[src/rtl/hamming_pkg.sv]
// Shared Hamming(7,4) definitions for the transmit encoder and the receive-side
// decoder: widths, the encoder, the fault-injection helper and the TX FSM states.
package hamming_pkg;

  localparam int CODE_W = 7;
  localparam int DATA_W = 4;

  typedef enum logic [1:0] {
    IDLE  = 2'd0,
    START = 2'd1,
    DATA  = 2'd2,
    STOP  = 2'd3
  } tx_state_t;

  // Codeword bit e[i] sits at Hamming position i+1, so data lands on positions
  // 3,5,6,7 and parity on 1,2,4; the receiver's syndrome is then the position
  // of a single flipped bit.
  function automatic logic [CODE_W-1:0] hamming74_encode(input logic [DATA_W-1:0] d);
    logic [CODE_W-1:0] e;
    e[2] = d[0];
    e[4] = d[1];
    e[5] = d[2];
    e[6] = d[3];
    e[0] = d[0] ^ d[1] ^ d[3];
    e[1] = d[0] ^ d[2] ^ d[3];
    e[3] = d[1] ^ d[2] ^ d[3];
    return e;
  endfunction

  // pos = 0 leaves the codeword intact; pos = 1..7 flips bit pos-1.
  function automatic logic [CODE_W-1:0] inject_error(input logic [CODE_W-1:0] code,
                                                     input logic [2:0]        pos);
    logic [CODE_W-1:0] mask;
    mask = '0;
    if (pos != 3'd0) begin
      mask = CODE_W'(1) << (pos - 3'd1);
    end
    return code ^ mask;
  endfunction

endpackage : hamming_pkg

[src/rtl/module_tx_serializer.sv]
// Frames a 7-bit codeword as start bit, e0..e6 (LSB first) and stop bit on a
// line that idles high. Each bit lasts CLKS_PER_BIT clock cycles.
module module_tx_serializer
  import hamming_pkg::*;
#(
  parameter int CLKS_PER_BIT = 4
) (
  input  logic              clk,
  input  logic              rst,
  input  logic              i_load,
  input  logic [CODE_W-1:0] i_word,
  output logic              o_ready,
  output logic              o_busy,
  output logic              o_serial
);

  localparam int CNT_W = $clog2(CLKS_PER_BIT + 1);
  localparam logic [CNT_W-1:0] LAST_CNT = CNT_W'(CLKS_PER_BIT - 1);
  localparam logic [2:0]       LAST_BIT = 3'(CODE_W - 1);

  tx_state_t         r_state;
  tx_state_t         w_state_next;
  logic [CNT_W-1:0]  r_cnt;
  logic [CNT_W-1:0]  w_cnt_next;
  logic [2:0]        r_bit_idx;
  logic [2:0]        w_bit_next;
  logic [CODE_W-1:0] r_word;
  logic              r_serial;
  logic              w_serial_next;
  logic              w_bit_end;

  assign w_bit_end = (r_cnt == LAST_CNT);

  // Next-state, cycle counter and bit index; the counter restarts at every bit boundary.
  always_comb begin
    // NOTE: every signal gets a default first so no path through the case leaves
    // a value unassigned, which would otherwise infer a latch.
    w_state_next = r_state;
    w_cnt_next   = r_cnt;
    w_bit_next   = r_bit_idx;
    unique case (r_state)
      IDLE: begin
        w_cnt_next = '0;
        w_bit_next = '0;
        if (i_load) begin
          w_state_next = START;
        end
      end
      START: begin
        if (w_bit_end) begin
          w_cnt_next   = '0;
          w_bit_next   = '0;
          w_state_next = DATA;
        end else begin
          w_cnt_next = r_cnt + 1'b1;
        end
      end
      DATA: begin
        if (w_bit_end) begin
          w_cnt_next = '0;
          if (r_bit_idx == LAST_BIT) begin
            w_bit_next   = '0;
            w_state_next = STOP;
          end else begin
            w_bit_next = r_bit_idx + 3'd1;
          end
        end else begin
          w_cnt_next = r_cnt + 1'b1;
        end
      end
      STOP: begin
        if (w_bit_end) begin
          w_cnt_next   = '0;
          w_state_next = IDLE;
        end else begin
          w_cnt_next = r_cnt + 1'b1;
        end
      end
      default: begin
        w_state_next = IDLE;
        w_cnt_next   = '0;
        w_bit_next   = '0;
      end
    endcase
  end

  // Line level for the upcoming state, registered so serial_o is glitch-free.
  always_comb begin
    w_serial_next = 1'b1;
    unique case (w_state_next)
      START:   w_serial_next = 1'b0;
      DATA:    w_serial_next = r_word[w_bit_next];
      default: w_serial_next = 1'b1;
    endcase
  end

  // State, counters, line register and the captured word.
  always_ff @(posedge clk) begin
    // NOTE: non-blocking assignments so every register samples pre-edge values.
    if (rst) begin
      r_state   <= IDLE;
      r_cnt     <= '0;
      r_bit_idx <= '0;
      r_word    <= '0;
      r_serial  <= 1'b1;
    end else begin
      r_state   <= w_state_next;
      r_cnt     <= w_cnt_next;
      r_bit_idx <= w_bit_next;
      r_serial  <= w_serial_next;
      if (i_load && (r_state == IDLE)) begin
        r_word <= i_word;
      end
    end
  end

  assign o_ready  = (r_state == IDLE);
  assign o_busy   = (r_state != IDLE);
  assign o_serial = r_serial;

endmodule : module_tx_serializer

[src/rtl/module_tx_encoder.sv]
// Hamming(7,4) transmit encoder: accepts a nibble on a valid/ready handshake,
// optionally flips one codeword bit, presents the codeword in parallel and
// hands it to the serializer for framed LSB-first transmission.
module module_tx_encoder
  import hamming_pkg::*;
#(
  parameter int CLKS_PER_BIT = 4
) (
  input  logic              clk,
  input  logic              rst,
  input  logic              in_valid_i,
  output logic              in_ready_o,
  input  logic [DATA_W-1:0] data_i,
  input  logic [2:0]        err_pos_i,
  output logic [CODE_W-1:0] code_o,
  output logic              code_valid_o,
  output logic              serial_o,
  output logic              busy_o
);

  logic              w_ready;
  logic              w_busy;
  logic              w_serial;
  logic              w_transfer;
  logic [CODE_W-1:0] w_code;
  logic [CODE_W-1:0] r_code;
  logic              r_code_valid;

  assign w_transfer = in_valid_i && w_ready;
  assign w_code     = inject_error(hamming74_encode(data_i), err_pos_i);

  // Capture the codeword on a transfer and pulse code_valid for one cycle.
  always_ff @(posedge clk) begin
    if (rst) begin
      r_code       <= '0;
      r_code_valid <= 1'b0;
    end else begin
      r_code_valid <= w_transfer;
      if (w_transfer) begin
        r_code <= w_code;
      end
    end
  end

  module_tx_serializer #(
    .CLKS_PER_BIT(CLKS_PER_BIT)
  ) u_serializer (
    .clk     (clk),
    .rst     (rst),
    .i_load  (w_transfer),
    .i_word  (w_code),
    .o_ready (w_ready),
    .o_busy  (w_busy),
    .o_serial(w_serial)
  );

  assign in_ready_o   = w_ready;
  assign busy_o       = w_busy;
  assign serial_o     = w_serial;
  assign code_o       = r_code;
  assign code_valid_o = r_code_valid;

endmodule : module_tx_encoder
[config.mk]
export PLATFORM = sky130hd
export DESIGN_NAME = module_tx_encoder
export DESIGN_NICKNAME = d
export VERILOG_FILES = /design/src/rtl/hamming_pkg.sv /design/src/rtl/module_tx_serializer.sv /design/src/rtl/module_tx_encoder.sv
export SDC_FILE = /design/constraint.sdc
export NUM_CORES = 1
export LEC_CHECK = 0
export ABC_AREA = 0
export CAP_MARGIN = 20
export CORE_MARGIN = 3
export CORE_UTILIZATION = 55
export CTS_CLUSTER_DIAMETER = 50
export CTS_CLUSTER_SIZE = 8
export DETAILED_ROUTE_END_ITERATION = 8
export DONT_BUFFER_PORTS = 1
export HOLD_SLACK_MARGIN = 0.05
export PLACE_DENSITY_LB_ADDON = 0.2
export SLEW_MARGIN = 0
export SYNTH_ARGS = -nofsm -noshare
export SYNTH_HDL_FRONTEND = slang
export SYNTH_SLANG_ARGS = --single-unit
[constraint.sdc]
create_clock -name clk -period 5.4 [get_ports clk]
set_input_delay 0.54 -clock clk [delete_from_list [all_inputs] [get_ports clk]]
set_output_delay 0.54 -clock clk [all_outputs]
set_load 0.01 [all_outputs]
# Yosys cells after proc, flatten, opt, wreduce, memory -nomap -nowiden
# Cells that the tools add are included.
op_classes:
  addsub: 3
  multipliers: 0
  n_div: 0
  n_lt_le_gt_ge: 1
  n_eq_ne: 7
  n_shift: 1
  muxes: 16
  bitwise_logic: 7
  reduce_logical: 6
op_table:
  columns: ["op", "count"]
  rows:
  - ["$mux 3", 4]
  - ["$mux 2", 5]
  - ["$pmux 3 s3", 1]
  - ["$pmux 2 s4", 1]
  - ["$mux 7", 1]
  - ["$shl 1x3->7 const A", 1]
  - ["$xor 7x7->7", 1]
  - ["$add 3x1->3 const B", 2]
  - ["$eq 2x2->1 const B", 3]
  - ["$pmux 3 s2", 1]
  - ["$xor 1x1->1", 6]
  - ["$eq 2x1->1 const B", 2]
  - ["$lt 3x4->1 const B", 1]
  - ["$bmux 1 s3", 1]
  - ["$eq 3x2->1 const B", 1]
  - ["$eq 3x3->1 const B", 1]
  - ["$reduce_bool 3->1", 1]
  - ["$reduce_or 3->1", 1]
  - ["$sub 3x1->3 const B", 1]
  - ["$logic_and 1x1->1", 2]
  - ["$logic_not 2->1", 1]
  - ["$pmux 1 s2", 1]
  - ["$reduce_bool 2->1", 1]
  - ["$mux 1", 1]
totals:
  ff_bits: 24
  latch_bits: 0
  mem_bits_rw: 0
  romBits: 0
  inputBits: 10
  memories: 0

# Longest topological paths before layout
# Gate-level depths: netlist (run 1).
logic_depth:
  ltp_word: 7
  depth_mapped: 8

# Modules after synthesis
# From an unflattened synthesis (run 1), not the netlist that was laid out.
unflattened:
  cells_unflattened: 142
  area_unflattened_um2: 1280.0
modules_own_cells:
  columns: ["mod", "instances", "cells_per_inst", "area_each_um2", "seq_area_each_um2"]
  rows:
  - ["module_tx_serializer", 1, 93, 814.5, 320.3]
  - ["module_tx_encoder", 1, 49, 465.4, 160.2]

# Least setup slack after synthesis (run 1)
# OpenSTA, ideal clock, no wires.
synth_timing:
  path_type: "register to register"
  startpoint: "register u_serializer.r_cnt[0]"
  endpoint: "register u_serializer.r_serial (netlist: u_serializer.o_serial)"
  arrival_ps: 1711
  required_time_ps: 5322
  slack_ps: 3611
  stages_incl_launch_ff: 9
  n_path_buf: 0
  synth_period_minus_slack_ps: 1789
  path_cell_list: "dfxtp_1 ha_1 ha_1 nor2b_1 and3_4 or3b_1 a21oi_1 o21ai_1 a32oi_1"
synth_via:
  elab_chain_len: 6
  elab_cells_between_ends: 13
  classes_between: "3 x eq/ne; 10 x mux"
synth_lines:
  columns: ["element", "line_no", "rtl"]
  rows:
  - ["start: declaration", "module_tx_serializer.sv:23", "logic [CNT_W-1:0] r_cnt;"]
  - ["start signal: assignment", "module_tx_serializer.sv:108", "r_cnt <= w_cnt_next;"]
  - ["$eq 3x2->1 (*)", "module_tx_serializer.sv:32", "assign w_bit_end = (r_cnt == LAST_CNT);"]
  - ["$mux 3, on equally long branches", "module_tx_serializer.sv:59, module_tx_serializer.sv:50", null]
  - ["$pmux 3 s3", "module_tx_serializer.sv:41", "unique case (r_state)"]
  - ["$bmux 1 s3", "module_tx_serializer.sv:92", "DATA: w_serial_next = r_word[w_bit_next];"]
  - ["$mux 1 (not written as such)", "module_tx_serializer.sv:92", null]
  - ["$pmux 1 s2 (*)", "module_tx_serializer.sv:90", "unique case (w_state_next)"]
  - ["end signal: assignment", "module_tx_serializer.sv:110", "r_serial <= w_serial_next;"]
  - ["end: declaration", "module_tx_serializer.sv:28", "logic r_serial;"]
# Every way passes the cells marked *; elsewhere a longest branch is shown, timed or not. The select of a mux whose other input is x is not followed.
# A chain may end at the register's enable or synchronous reset.

# Worst setup path in the final report (run 1)
# Ends and elaborated chain as after synthesis.

==> run metrics, run 1 <==
worst hold path startpoint=rst; antenna violations before repair=0; worst reg-to-reg setup slack=3.44 ns; number of failing hold endpoints at the final stage=0; share of the yosys chip area belonging to registers=0.351; fraction of power spent switching nets=0.264; cell depth of the worst min-delay path=1; ratio of cells with drive above 1 in the final layout=0.0748; remaining number of nets flagged by the antenna check after routing=0; filler cell count in the final layout=148; total negative slack=0 ns; part of the total power dissipated in combinational logic=0.134; pin count of the biggest net entering global routing=18; Remaining DRCs=0; Synth warnings=0; via total after detailed routing=739; Power Internal=0.000176 W; Req. time, crit path=5.61 ns; register area=340 µm²; worst clock skew on the final layout=0.00136 ns; antenna cells=0; detailed-router iteration count before antenna repair=4; CTS HTree Levels=1; highest ir drop seen on vdd=0.142 mV; number of buffers added by the clock tree synthesis step=3; final max-slew violation count=0; worst reg2reg endpoint=u_serializer.o_serial$_SDFF_PP1_; critical setup path kind=reg2reg; final core utilization=0.622; endpoint kind of the worst setup timing path=flop; number of max-cap violations=0; worst rel slew slack=0.581; number of distinct library cell variants in the gate-level netlist after synthesis=38; clock share of power=0.275; Leakage=0.349 nW; cell at the root of the clock tree=sky130_fd_sc_hd__clkbuf_4; minimum clock period=1.96 ns; type of the worst min-delay path=in2reg; final setup fails=0; global routing usage summed across all routing layers=0.190; number of buffers added on ports=0; number of clock sinks=17; start point of the critical path=u_serializer.r_cnt[0]$_SDFF_PP0_; starting utilization of the core area=0.614; total detailed-routing wirelength=1.85 mm; dominant synthesized flop cell=sky130_fd_sc_hd__dfxtp_1; Switching Power=0.0000633 W; type of origin of the critical path=flop; portion of synthesized cell area occupied by the leading cell type=0.351; cell accounting for the most synthesized area=sky130_fd_sc_hd__dfxtp_1; result of the run=complete, no violations; aggregate global routing overflow=0; number of standard cells in the final layout excluding fillers=123; Core Rows=14; power per standard cell area=244 mW/mm²; syn_nets=123; die width=48.0 µm; number of global-route vias before repair=702; setup repair after global routing missed its margin=no; Resized Gates After CTS=0; Worst Max-Slew Pin Slew=0.623 ns; top area cells in the synthesized netlist=sky130_fd_sc_hd__dfxtp_1 (35%), sky130_fd_sc_hd__xnor2_1 (9.0%), sky130_fd_sc_hd__nor2_1 (5.8%); synthesis-to-finish area growth=1.29%; maximum fanout count along the critical path=4; post-CTS setup buffers=0; Endpoint, Worst Hold=u_serializer.r_bit_idx[2]$_SDFF_PP0_; DP HPWL=1.42 mm; Total Die Area=0.00230 mm²; Starting DRT DRC Count=12; post-detailed-route via-to-cell ratio=6.01; Worst-path clk slew=0.10 ns; Achievable Freq=511 MHz; net count of the finished layout=122; share of synthesized registers carrying an async set or reset=0; wire length of the first global-routing pass=3.09 mm; multi-input gate area in the final layout=586 µm²; ratio of final minimum period to clock period=0.363; routed wire length per instance=15.0 µm; Die Y=48.0 µm; weighted congestion at the end of routability-driven global placement=0.738; sequential share of power=0.590; TritonCTS clock tree=built; worst-case reg-to-reg path depth=8; Syn Area/Cell=8.88 µm²; arrival time reported for the critical path endpoint=2.17 ns; placeable core region=0.00158 mm²; Post-Place Cells=119; number of synthesized flops with an enable pin=0; boundary pin count=21; hold buffers post-CTS=0; clk_lat worst skew=0.28 ns; Syn Inst Count=109; area of the mapped netlist=968 µm²; total of flip-flops plus latches after synthesis=17; worst reg2reg startpoint=u_serializer.r_cnt[0]$_SDFF_PP0_; worst-case clock buffer depth=2
layout by cell type (no fill, tap or decap), drive strengths merged, types with 2 or more instances in the layout:
master and count:
xnor2 10, inv 2, nand2 6, clkbuf 3, o31ai 2, a21oi 4
dfxtp 17, o21ai 3, ha 4, nor3b 2, a211oi 6, mux2i 2
nand3b 4, nor4 2, nor2b 6, nor2 16, xor2 3, and3 2
metal layers:
layer,global-route usage,vias to the layer above,share of wire
li1,-,378,-
met1,0.215,347,0.42
met5,0,-,0
met4,0.0645,0,0
met2,0.354,14,0.54
met3,0.0301,0,0.034
worst max-delay path by stage:
stage / slack [ns] / to / cells past startpoint
after global routing: 3.26 / u_serializer.o_serial$_SDFF_PP1_ / 8
after CTS: 3.43 / u_serializer.o_serial$_SDFF_PP1_ / 8
after floorplan: 3.61 / u_serializer.o_serial$_SDFF_PP1_ / 8
after global placement: 3.52 / u_serializer.o_serial$_SDFF_PP1_ / 8
final: 3.44 / u_serializer.o_serial$_SDFF_PP1_ / 8
after detailed placement: 3.46 / u_serializer.o_serial$_SDFF_PP1_ / 8
cell type report:
type | count | area share
clock inverter | 1 | 0.00510
inverter | 2 | 0.00765
multi-input combinational | 84 | 0.597
sequential | 17 | 0.347
clock buffer | 3 | 0.0230
tap | 16 | 0.0204
flip-flops by register name, summed over array words and instances, names as in the netlist:
signal and count:
code_o 4, u_serializer.r_bit_idx 3, u_serializer.r_cnt 3, u_serializer.r_word 3, u_serializer.r_state 2, code_valid_o 1, u_serializer.o_serial 1
cells by family after synthesis:
logic type / after synthesis / share of synthesized area
DFF: 17 / 0.351
and+or+nand+nor: 43 / 0.248
muxes: 3 / 0.0323
AOI/OAI and AO/OA: 21 / 0.155
buffers and inverters: 8 / 0.0439
adders and majority gates: 4 / 0.0517
xor gates and xnor gates: 13 / 0.118
stage by stage:
step / power, W / worst slack, ns / hold WS, ns / cell area (µm²)
floorplan: 0.000174 / 3.61 / 0.407 / 968
global placement: 0.000176 / 3.52 / 0.411 / 953
detailed placement: 0.000177 / 3.46 / 0.428 / 953
CTS: 0.000241 / 3.43 / 0.311 / 981
global route: 0.000255 / 3.26 / 0.291 / 981
finish: 0.000240 / 3.44 / 0.317 / 981
critical path, stage by stage (launching register included):
cell and delay (ns):
sky130_fd_sc_hd__dfxtp_1 0.35, sky130_fd_sc_hd__ha_1 0.17, sky130_fd_sc_hd__ha_1 0.19, sky130_fd_sc_hd__nor2b_1 0.25, sky130_fd_sc_hd__o2bb2ai_1 0.14, sky130_fd_sc_hd__or3b_1 0.36
sky130_fd_sc_hd__a21oi_1 0.17, sky130_fd_sc_hd__o21ai_1 0.09, sky130_fd_sc_hd__a32oi_1 0.16
cell usage after synthesis (2+ instances only):
cell type and n:
sky130_fd_sc_hd__xnor2_1 10, sky130_fd_sc_hd__dfxtp_1 17, sky130_fd_sc_hd__o31ai_1 2, sky130_fd_sc_hd__xor2_1 3, sky130_fd_sc_hd__nor2_1 15, sky130_fd_sc_hd__o21ai_0 2
sky130_fd_sc_hd__nand2_1 6, sky130_fd_sc_hd__nand3b_1 4, sky130_fd_sc_hd__mux2i_1 2, sky130_fd_sc_hd__nor3b_1 2, sky130_fd_sc_hd__a211oi_1 6, sky130_fd_sc_hd__nor2b_1 5
sky130_fd_sc_hd__clkbuf_1 3, sky130_fd_sc_hd__a21oi_1 3, sky130_fd_sc_hd__inv_1 2, sky130_fd_sc_hd__nor4_1 2, sky130_fd_sc_hd__ha_1 4
power by group through the flow:
stage               Combinational, W  Clock [W]  Sequential (W)
finish                     0.0000323  0.0000660        0.000142
global route               0.0000367  0.0000756        0.000143
CTS                        0.0000329  0.0000666        0.000142
detailed placement         0.0000327          0        0.000145
global placement           0.0000317          0        0.000144
floorplan                  0.0000322          0        0.000142
(Power assumes the default switching activity.)
==> run 2: changes to the inputs <==
Clock period 5.4 ns to 1.85 ns, I/O delays scaled along.
==> run 2 against run 1 <==
Against the previous run: first-iteration DRC count grew 8.3%; hold slack lost 0.22 ns; die area is the same; critical path depth is the same; critical path type unchanged; critical endpoint unchanged; largest power group unchanged; highest routed layer is now met4.
==> run metrics, run 2 (same netlist as run 1, synthesis figures left out) <==
number of failing hold endpoints at the final stage=0 (unchanged); Req. time, crit path=2.06 ns (-3.55 ns); pin count of the biggest net entering global routing=17 (-1); endpoint kind of the worst setup timing path=flop; weighted congestion at the end of routability-driven global placement=0.713 (-3.4%); ratio of cells with drive above 1 in the final layout=0.162 (+0.0874); number of buffers added on ports=0 (unchanged); Leakage=0.371 nW (+6.2%); slowest cell delay on critical path=0.37 ns (about the same); register area=342 µm² (+0.37%); Starting DRT DRC Count=13 (+1); clk_lat worst skew=0.29 ns (about the same); synthesis-to-finish area growth=9.56%; cell occurring most often along the worst timing path=sky130_fd_sc_hd__ha_4; critical-path cell with the highest stage delay=sky130_fd_sc_hd__or3b_4; Worst-path clk slew=0.09 ns (about the same); detailed-router iteration count before antenna repair=4 (unchanged); number of max-cap violations=0 (unchanged); worst hold path startpoint=data_i[2]; placeable core region=0.00158 mm² (unchanged); power per standard cell area=675 mW/mm² (+180%); ratio of final minimum period to clock period=0.968 (+0.605); multi-input gate area in the final layout=633 µm² (+8.1%); start point of the critical path=u_serializer.r_cnt[0]$_SDFF_PP0_; result of the run=complete, no violations; post-detailed-route via-to-cell ratio=5.93 (-1.3%); boundary pin count=21 (unchanged); via total after detailed routing=753 (+1.9%); antenna violations before repair=0 (unchanged); highest ir drop seen on vdd=0.458 mV (+220%); net count of the finished layout=126 (+3.3%); type of the worst min-delay path=in2reg; Post-DP Area=976 µm² (+2.4%); post-route standard cell area excluding fillers=0.00106 mm² (+8.2%); starting utilization of the core area=0.614 (unchanged); worst reg2reg endpoint=u_serializer.o_serial$_SDFF_PP1_; setup repair after global routing missed its margin=yes; Achievable Freq=559 MHz (+9.4%); flip-flop count of the largest register, all copies and words added=4 (unchanged); worst reg2reg startpoint=u_serializer.r_cnt[0]$_SDFF_PP0_; total detailed-routing wirelength=1.76 mm (-4.8%); critical-path cell list=ha_4 > ha_4 > nor2b_4 > and3_4 > or3b_4 > a21oi_2 > o21ai_1 > a32oi_1; most used cells in the layout excluding fill and tap cells=sky130_fd_sc_hd__dfxtp_1 (16), sky130_fd_sc_hd__nor2_1 (15), sky130_fd_sc_hd__xnor2_1 (10); TritonCTS clock tree=built; Endpoint, Worst Hold=u_serializer.r_word[5]$_SDFFE_PP0P_; remaining number of nets flagged by the antenna check after routing=0 (unchanged); fin worst setup slack=0.0598 ns (-3.38 ns); family with the most delay on the worst path=simple AND/OR/NAND/NOR gates; routed wire length per instance=13.8 µm (-7.8%); antenna cells=0 (unchanged); type of origin of the critical path=flop; final setup fails=0 (unchanged); cell depth of the worst min-delay path=2 (+1); minimum clock period=1.79 ns (-0.168 ns); Core Rows=14 (unchanged); most common cell after layout, fill and taps aside=sky130_fd_sc_hd__dfxtp_1; filler cell count in the final layout=142 (-4.1%); final max-slew violation count=0 (unchanged); Total Die Area=0.00230 mm² (unchanged); critical setup path kind=reg2reg; die width=48.0 µm (unchanged); number of buffers added by the clock tree synthesis step=3 (unchanged); number of global-route vias before repair=767 (+9.3%); worst clock skew on the final layout=0.00423 ns (+0.00287 ns); Remaining DRCs=0 (unchanged); worst setup slack after placement=-0.0836 ns (-3.54 ns); worst-case reg-to-reg path depth=8 (unchanged); worst rel slew slack=0.619 (+0.0381); Buffers & Inverters on Critical Path=0 (unchanged); Die Y=48.0 µm (unchanged); aggregate global routing overflow=0 (unchanged); maximum fanout count along the critical path=4 (unchanged); arrival time reported for the critical path endpoint=2.01 ns (-0.16 ns); cell at the root of the clock tree=sky130_fd_sc_hd__clkbuf_4; Worst Max-Slew Pin Slew=0.569 ns (-0.0537 ns); worst reg-to-reg setup slack=0.06 ns (-3.38 ns); post-CTS setup buffers=0 (unchanged); global routing usage summed across all routing layers=0.185 (-0.00455); CTS HTree Levels=1 (unchanged); worst-case clock buffer depth=2 (unchanged); DP HPWL=1.41 mm (-0.82%); number of clock sinks=17 (unchanged); wire length of the first global-routing pass=3.05 mm (-1.4%)
run 2: cell count changes in the layout (fill, tap and decap cells not counted), moves of 2 or more:
cell,previous run,this run
sky130_fd_sc_hd__buf_4,0,3
sky130_fd_sc_hd__nor2b_1,5,3
sky130_fd_sc_hd__ha_1,4,2
sky130_fd_sc_hd__ha_4,0,2
run 2: timing repair:
action	in CTS	in global routing
setup endpoints to repair	1	1
resized for setup	5	6
hold buffers	1	0
hold endpoints to repair	16	0
cloned	0	0
pin swaps	2	3
run 2: worst max-delay path by stage:
stage                                                  end  depth (start not counted)
final                     u_serializer.o_serial$_SDFF_PP1_                          8
after global routing      u_serializer.o_serial$_SDFF_PP1_                          8
after detailed placement  u_serializer.o_serial$_SDFF_PP1_                          8
after floorplan           u_serializer.o_serial$_SDFF_PP1_                          8
after global placement    u_serializer.o_serial$_SDFF_PP1_                          8
after CTS                 u_serializer.o_serial$_SDFF_PP1_                          8
run 2: where the power goes:
part           internal (W)  switching, W
sequential         0.000387     0.0000281
combinational     0.0000553     0.0000510
clock             0.0000838      0.000111
total              0.000526      0.000190
run 2: worst reg2reg max path: stages, from the launching register on:
cell and delay (ns):
sky130_fd_sc_hd__dfxtp_2 0.35, sky130_fd_sc_hd__ha_4 0.17, sky130_fd_sc_hd__ha_4 0.15, sky130_fd_sc_hd__nor2b_4 0.13
sky130_fd_sc_hd__and3_4 0.17, sky130_fd_sc_hd__or3b_4 0.37, sky130_fd_sc_hd__a21oi_2 0.14, sky130_fd_sc_hd__o21ai_1 0.08
sky130_fd_sc_hd__a32oi_1 0.16
run 2: cell type report:
class / instances / share of cell area
Tap cell: 16 / 0.0189
Inverter: 2 / 0.00708
Timing Repair Buffer: 4 / 0.0307
Sequential cell: 17 / 0.322
Multi-Input combinational cell: 84 / 0.597
Clock buffer: 4 / 0.0248
run 2: through the flow:
stage	power (W)	hold slack, ns	TNS, ns	utilization	instances
detailed placement	0.000520	0.260	-0.0836	0.619	122
finish	0.000716	0.0923	0	0.673	127
floorplan	0.000509	0.372	0	-	109
global placement	0.000517	0.259	-0.0201	0.619	122
global route	0.000757	0.0914	-0.0196	0.673	127
CTS	0.000720	0.0895	0	0.651	127
run 2: metal layers:
layer	up-vias	global-route usage	part of all wire
met5	-	0	0
met3	3	0.0564	0.040
li1	392	-	-
met1	343	0.197	0.41
met2	15	0.346	0.54
met4	0	0.0538	0.013
==> run 3: changes to the inputs <==
Settings changed: ABC_AREA 0 to 1, CELL_PAD_IN_SITES_DETAIL_PLACEMENT from default to 1, CELL_PAD_IN_SITES_GLOBAL_PLACEMENT from default to 2, CORE_ASPECT_RATIO from default to 1.4, CORE_MARGIN 3 to default, CORE_UTILIZATION 55 to 33.
==> run 3 against run 2 <==
Against the previous run: clock power up 44%; clock-buffer cell count unchanged; critical path depth up 5; die area up 44%; first-iteration DRC count down 54%.
==> run metrics, run 3 <==
number of global-route vias before repair=1004 (+31%); via total after detailed routing=918 (+22%); cell at the root of the clock tree=sky130_fd_sc_hd__clkbuf_8; cell accounting for the most synthesized area=sky130_fd_sc_hd__dfxtp_1; Syn Inst Count=144 (+32%); remaining number of nets flagged by the antenna check after routing=0 (unchanged); CTS HTree Levels=1 (unchanged); flip-flop count of the largest register, all copies and words added=4 (unchanged); number of clock sinks=17 (unchanged); placeable core region=0.00291 mm² (+84%); highest ir drop seen on vdd=0.387 mV (-15%); minimum clock period=1.65 ns (-0.138 ns); number of distinct library cell variants in the gate-level netlist after synthesis=21 (-45%); type of the worst min-delay path=in2reg; wire length of the first global-routing pass=4.06 mm (+33%); portion of synthesized cell area occupied by the leading cell type=0.335 (-0.0164); Die Y=67.7 µm (+41%); Endpoint, Worst Hold=u_serializer.r_word[3]$_SDFFE_PP0P_; WHS=0.0857 ns (-0.00657 ns); arrival time reported for the critical path endpoint=1.81 ns (-0.20 ns); setup repair after global routing missed its margin=no; share of the yosys chip area belonging to registers=0.335 (-0.0164); result of the run=complete, no violations; pin count of the biggest net entering global routing=10 (-7); critical-path cell with the highest stage delay=sky130_fd_sc_hd__dfxtp_1; Remaining DRCs=0 (unchanged); antenna violations before repair=0 (unchanged); antenna cells=0 (unchanged); family with the most delay on the worst path=simple AND/OR/NAND/NOR gates; total detailed-routing wirelength=2.47 mm (+41%); worst reg2reg startpoint=u_serializer.r_cnt[0]$_SDFF_PP0_; syn_nets=158 (+28%); number of synthesized flops with an enable pin=0 (unchanged); weighted congestion at the end of routability-driven global placement=0.725 (+1.7%); Achievable Freq=605 MHz (+8.3%); most common cell after layout, fill and taps aside=sky130_fd_sc_hd__inv_1; Syn Area/Cell=7.06 µm² (-21%); power per standard cell area=735 mW/mm² (+8.9%); post-CTS setup buffers=0 (unchanged); type of origin of the critical path=flop; cell depth of the worst min-delay path=3 (+1); worst reg2reg endpoint=u_serializer.o_serial$_SDFF_PP1_; Req. time, crit path=2.01 ns (-0.05 ns); Worst-path clk slew=0.07 ns (-0.02 ns); die width=48.9 µm (+1.9%); worst reg-to-reg setup slack=0.20 ns (+0.14 ns); clk_lat worst skew=0.25 ns (-0.04 ns); detailed-router iteration count before antenna repair=4 (unchanged); worst hold path startpoint=rst; worst rel slew slack=0.778 (+0.159); Total Die Area=0.00331 mm² (+44%); top cell types by occurrence after synthesis=sky130_fd_sc_hd__inv_1 (20), sky130_fd_sc_hd__nand2_1 (18), sky130_fd_sc_hd__dfxtp_1 (17), sky130_fd_sc_hd__nand3_1 (15), sky130_fd_sc_hd__nor2_1 (15); cell occurring most often along the worst timing path=sky130_fd_sc_hd__nand2_1; share of synthesized registers carrying an async set or reset=0 (unchanged); global routing usage summed across all routing layers=0.168 (-0.0176); synthesis-to-finish area growth=10.1%; endpoint kind of the worst setup timing path=flop; Buffers & Inverters on Critical Path=1 (+1); total negative slack=0 ns (unchanged); most repeated cell in the gate-level netlist after synthesis=sky130_fd_sc_hd__inv_1; maximum fanout count along the critical path=6 (+2); worst-case reg-to-reg path depth=13 (+5); dominant synthesized flop cell=sky130_fd_sc_hd__dfxtp_1; final max-slew violation count=0 (unchanged); DP HPWL=2.06 mm (+46%); ratio of cells with drive above 1 in the final layout=0.122 (-0.0405); most used cells in the layout excluding fill and tap cells=sky130_fd_sc_hd__inv_1 (20), sky130_fd_sc_hd__nand2_1 (18), sky130_fd_sc_hd__dfxtp_1 (17); number of buffers added on ports=0 (unchanged); net count of the finished layout=163 (+29%); top area cells in the synthesized netlist=sky130_fd_sc_hd__dfxtp_1 (33%), sky130_fd_sc_hd__xor2_1 (8.6%), sky130_fd_sc_hd__inv_1 (7.4%); Starting DRT DRC Count=6 (-7); aggregate global routing overflow=0 (unchanged); worst-case clock buffer depth=2 (unchanged); number of buffers added by the clock tree synthesis step=3 (unchanged); critical-path cell list=ha_1 > ha_2 > inv_1 > nand2_1 > nor2_1 > nor2_4 > nand2_2 > nand2_1 > nand3_1 > nand2_1 > nand2_1 > nor2_1 > nor2_1; TritonCTS clock tree=built; number of failing hold endpoints at the final stage=0 (unchanged); critical setup path kind=reg2reg; post-detailed-route via-to-cell ratio=4.96 (-16%); Leakage=0.481 nW (+30%); Worst Max-Slew Pin Slew=0.330 ns (-0.240 ns); number of max-cap violations=0 (unchanged); starting utilization of the core area=0.350 (-0.265); total of flip-flops plus latches after synthesis=17 (unchanged); Synth warnings=0 (unchanged); slowest cell delay on critical path=0.34 ns (-0.03 ns); area of the mapped netlist=0.00102 mm² (+4.9%); ratio of final minimum period to clock period=0.893 (-0.0745); Core Rows=23 (+9); final setup fails=0 (unchanged); worst clock skew on the final layout=0.00408 ns (-0.000148 ns); post-route standard cell area excluding fillers=0.00112 mm² (+5.4%); routed wire length per instance=13.4 µm (-3.4%); boundary pin count=21 (unchanged); Post-DP Area=0.00106 mm² (+8.5%)
-- run 3: cell types whose count changed after synthesis, moves of 5 or more --
cell                       change
sky130_fd_sc_hd__xnor2_1       -8
sky130_fd_sc_hd__xor2_1        +7
sky130_fd_sc_hd__a211oi_1      -6
sky130_fd_sc_hd__a21oi_1       +8
sky130_fd_sc_hd__inv_1        +18
sky130_fd_sc_hd__nand3_1      +14
sky130_fd_sc_hd__nor2b_1       -5
sky130_fd_sc_hd__nand2_1      +12
sky130_fd_sc_hd__nor3_1        +5
-- run 3: timing repair --
item,CTS,global route
hold endpoints to repair,6,0
gates resized for setup,0,2
hold buffers,1,0
endpoints found under the setup margin,0,1
-- run 3: kinds of logic after synthesis --
group | after synthesis | share of synthesized area
fa+ha+maj | 4 | 0.0493
buf+inv | 24 | 0.0911
compound gates | 24 | 0.124
xor+xnor | 12 | 0.103
flops | 17 | 0.335
simple gates | 63 | 0.297
-- run 3: worst max path at each step --
stage / from / to / slack, ns / depth (start not counted)
2_1_floorplan: u_serializer.r_cnt[0]$_SDFF_PP0_ / u_serializer.o_serial$_SDFF_PP1_ / 0.31 / 12
3_3_place_gp: u_serializer.r_cnt[0]$_SDFF_PP0_ / u_serializer.o_serial$_SDFF_PP1_ / 0.21 / 12
3_5_place_dp: u_serializer.r_cnt[0]$_SDFF_PP0_ / u_serializer.o_serial$_SDFF_PP1_ / 0.16 / 13
4_1_cts: u_serializer.r_cnt[0]$_SDFF_PP0_ / u_serializer.o_serial$_SDFF_PP1_ / 0.14 / 13
5_1_grt: u_serializer.r_cnt[0]$_SDFF_PP0_ / u_serializer.o_serial$_SDFF_PP1_ / 0.02 / 13
6_report: u_serializer.r_cnt[0]$_SDFF_PP0_ / u_serializer.o_serial$_SDFF_PP1_ / 0.20 / 13
-- run 3: per-stage QoR --
| stage | power, W | util | std cells | worst slack, ns |
|---|---|---|---|---|
| 4_1_cts | 0.000837 | 0.383 | 185 | 0.142 |
| 5_1_grt | 0.000870 | 0.385 | 185 | 0.0212 |
| 3_5_place_dp | 0.000551 | 0.364 | 180 | 0.157 |
| 6_report | 0.000823 | 0.385 | 185 | 0.198 |
| 3_3_place_gp | 0.000547 | 0.364 | 180 | 0.208 |
| 2_1_floorplan | 0.000521 | - | 144 | 0.309 |
-- run 3: worst reg2reg max path: stages (launching register included) --
cell                      delay [ns]
sky130_fd_sc_hd__dfxtp_1        0.34
sky130_fd_sc_hd__ha_1           0.18
sky130_fd_sc_hd__ha_2           0.23
sky130_fd_sc_hd__inv_1          0.07
sky130_fd_sc_hd__nand2_1        0.05
sky130_fd_sc_hd__nor2_1         0.06
sky130_fd_sc_hd__nor2_4         0.15
sky130_fd_sc_hd__nand2_2        0.09
sky130_fd_sc_hd__nand2_1        0.07
sky130_fd_sc_hd__nand3_1        0.07
sky130_fd_sc_hd__nand2_1        0.07
sky130_fd_sc_hd__nand2_1        0.05
sky130_fd_sc_hd__nor2_1         0.10
sky130_fd_sc_hd__nor2_1         0.04
-- run 3: final cells by class --
cell class / count / area (µm²)
timing repair buffer: 1 / 10.0
fill: 390 / 1790
tap: 37 / 46.3
clock buffer: 4 / 45.0
inverter: 23 / 88.8
sequential: 17 / 340
multi-input combinational: 103 / 588
-- run 3: metal layers --
metal | vias to the layer above | wire length, µm | GRT usage
li1 | 466 | - | -
met1 | 429 | 855 | 0.132
met2 | 20 | 1490 | 0.377
met3 | 3 | 100 | 0.0338
met4 | 0 | 25 | 0.0772
met5 | - | 0 | 0
-- run 3: power by group --
group          switching, W  internal [W]  leakage [nW]
Combinational     0.0000771     0.0000487         0.319
Sequential        0.0000269      0.000389         0.140
Clock              0.000128      0.000153        0.0228
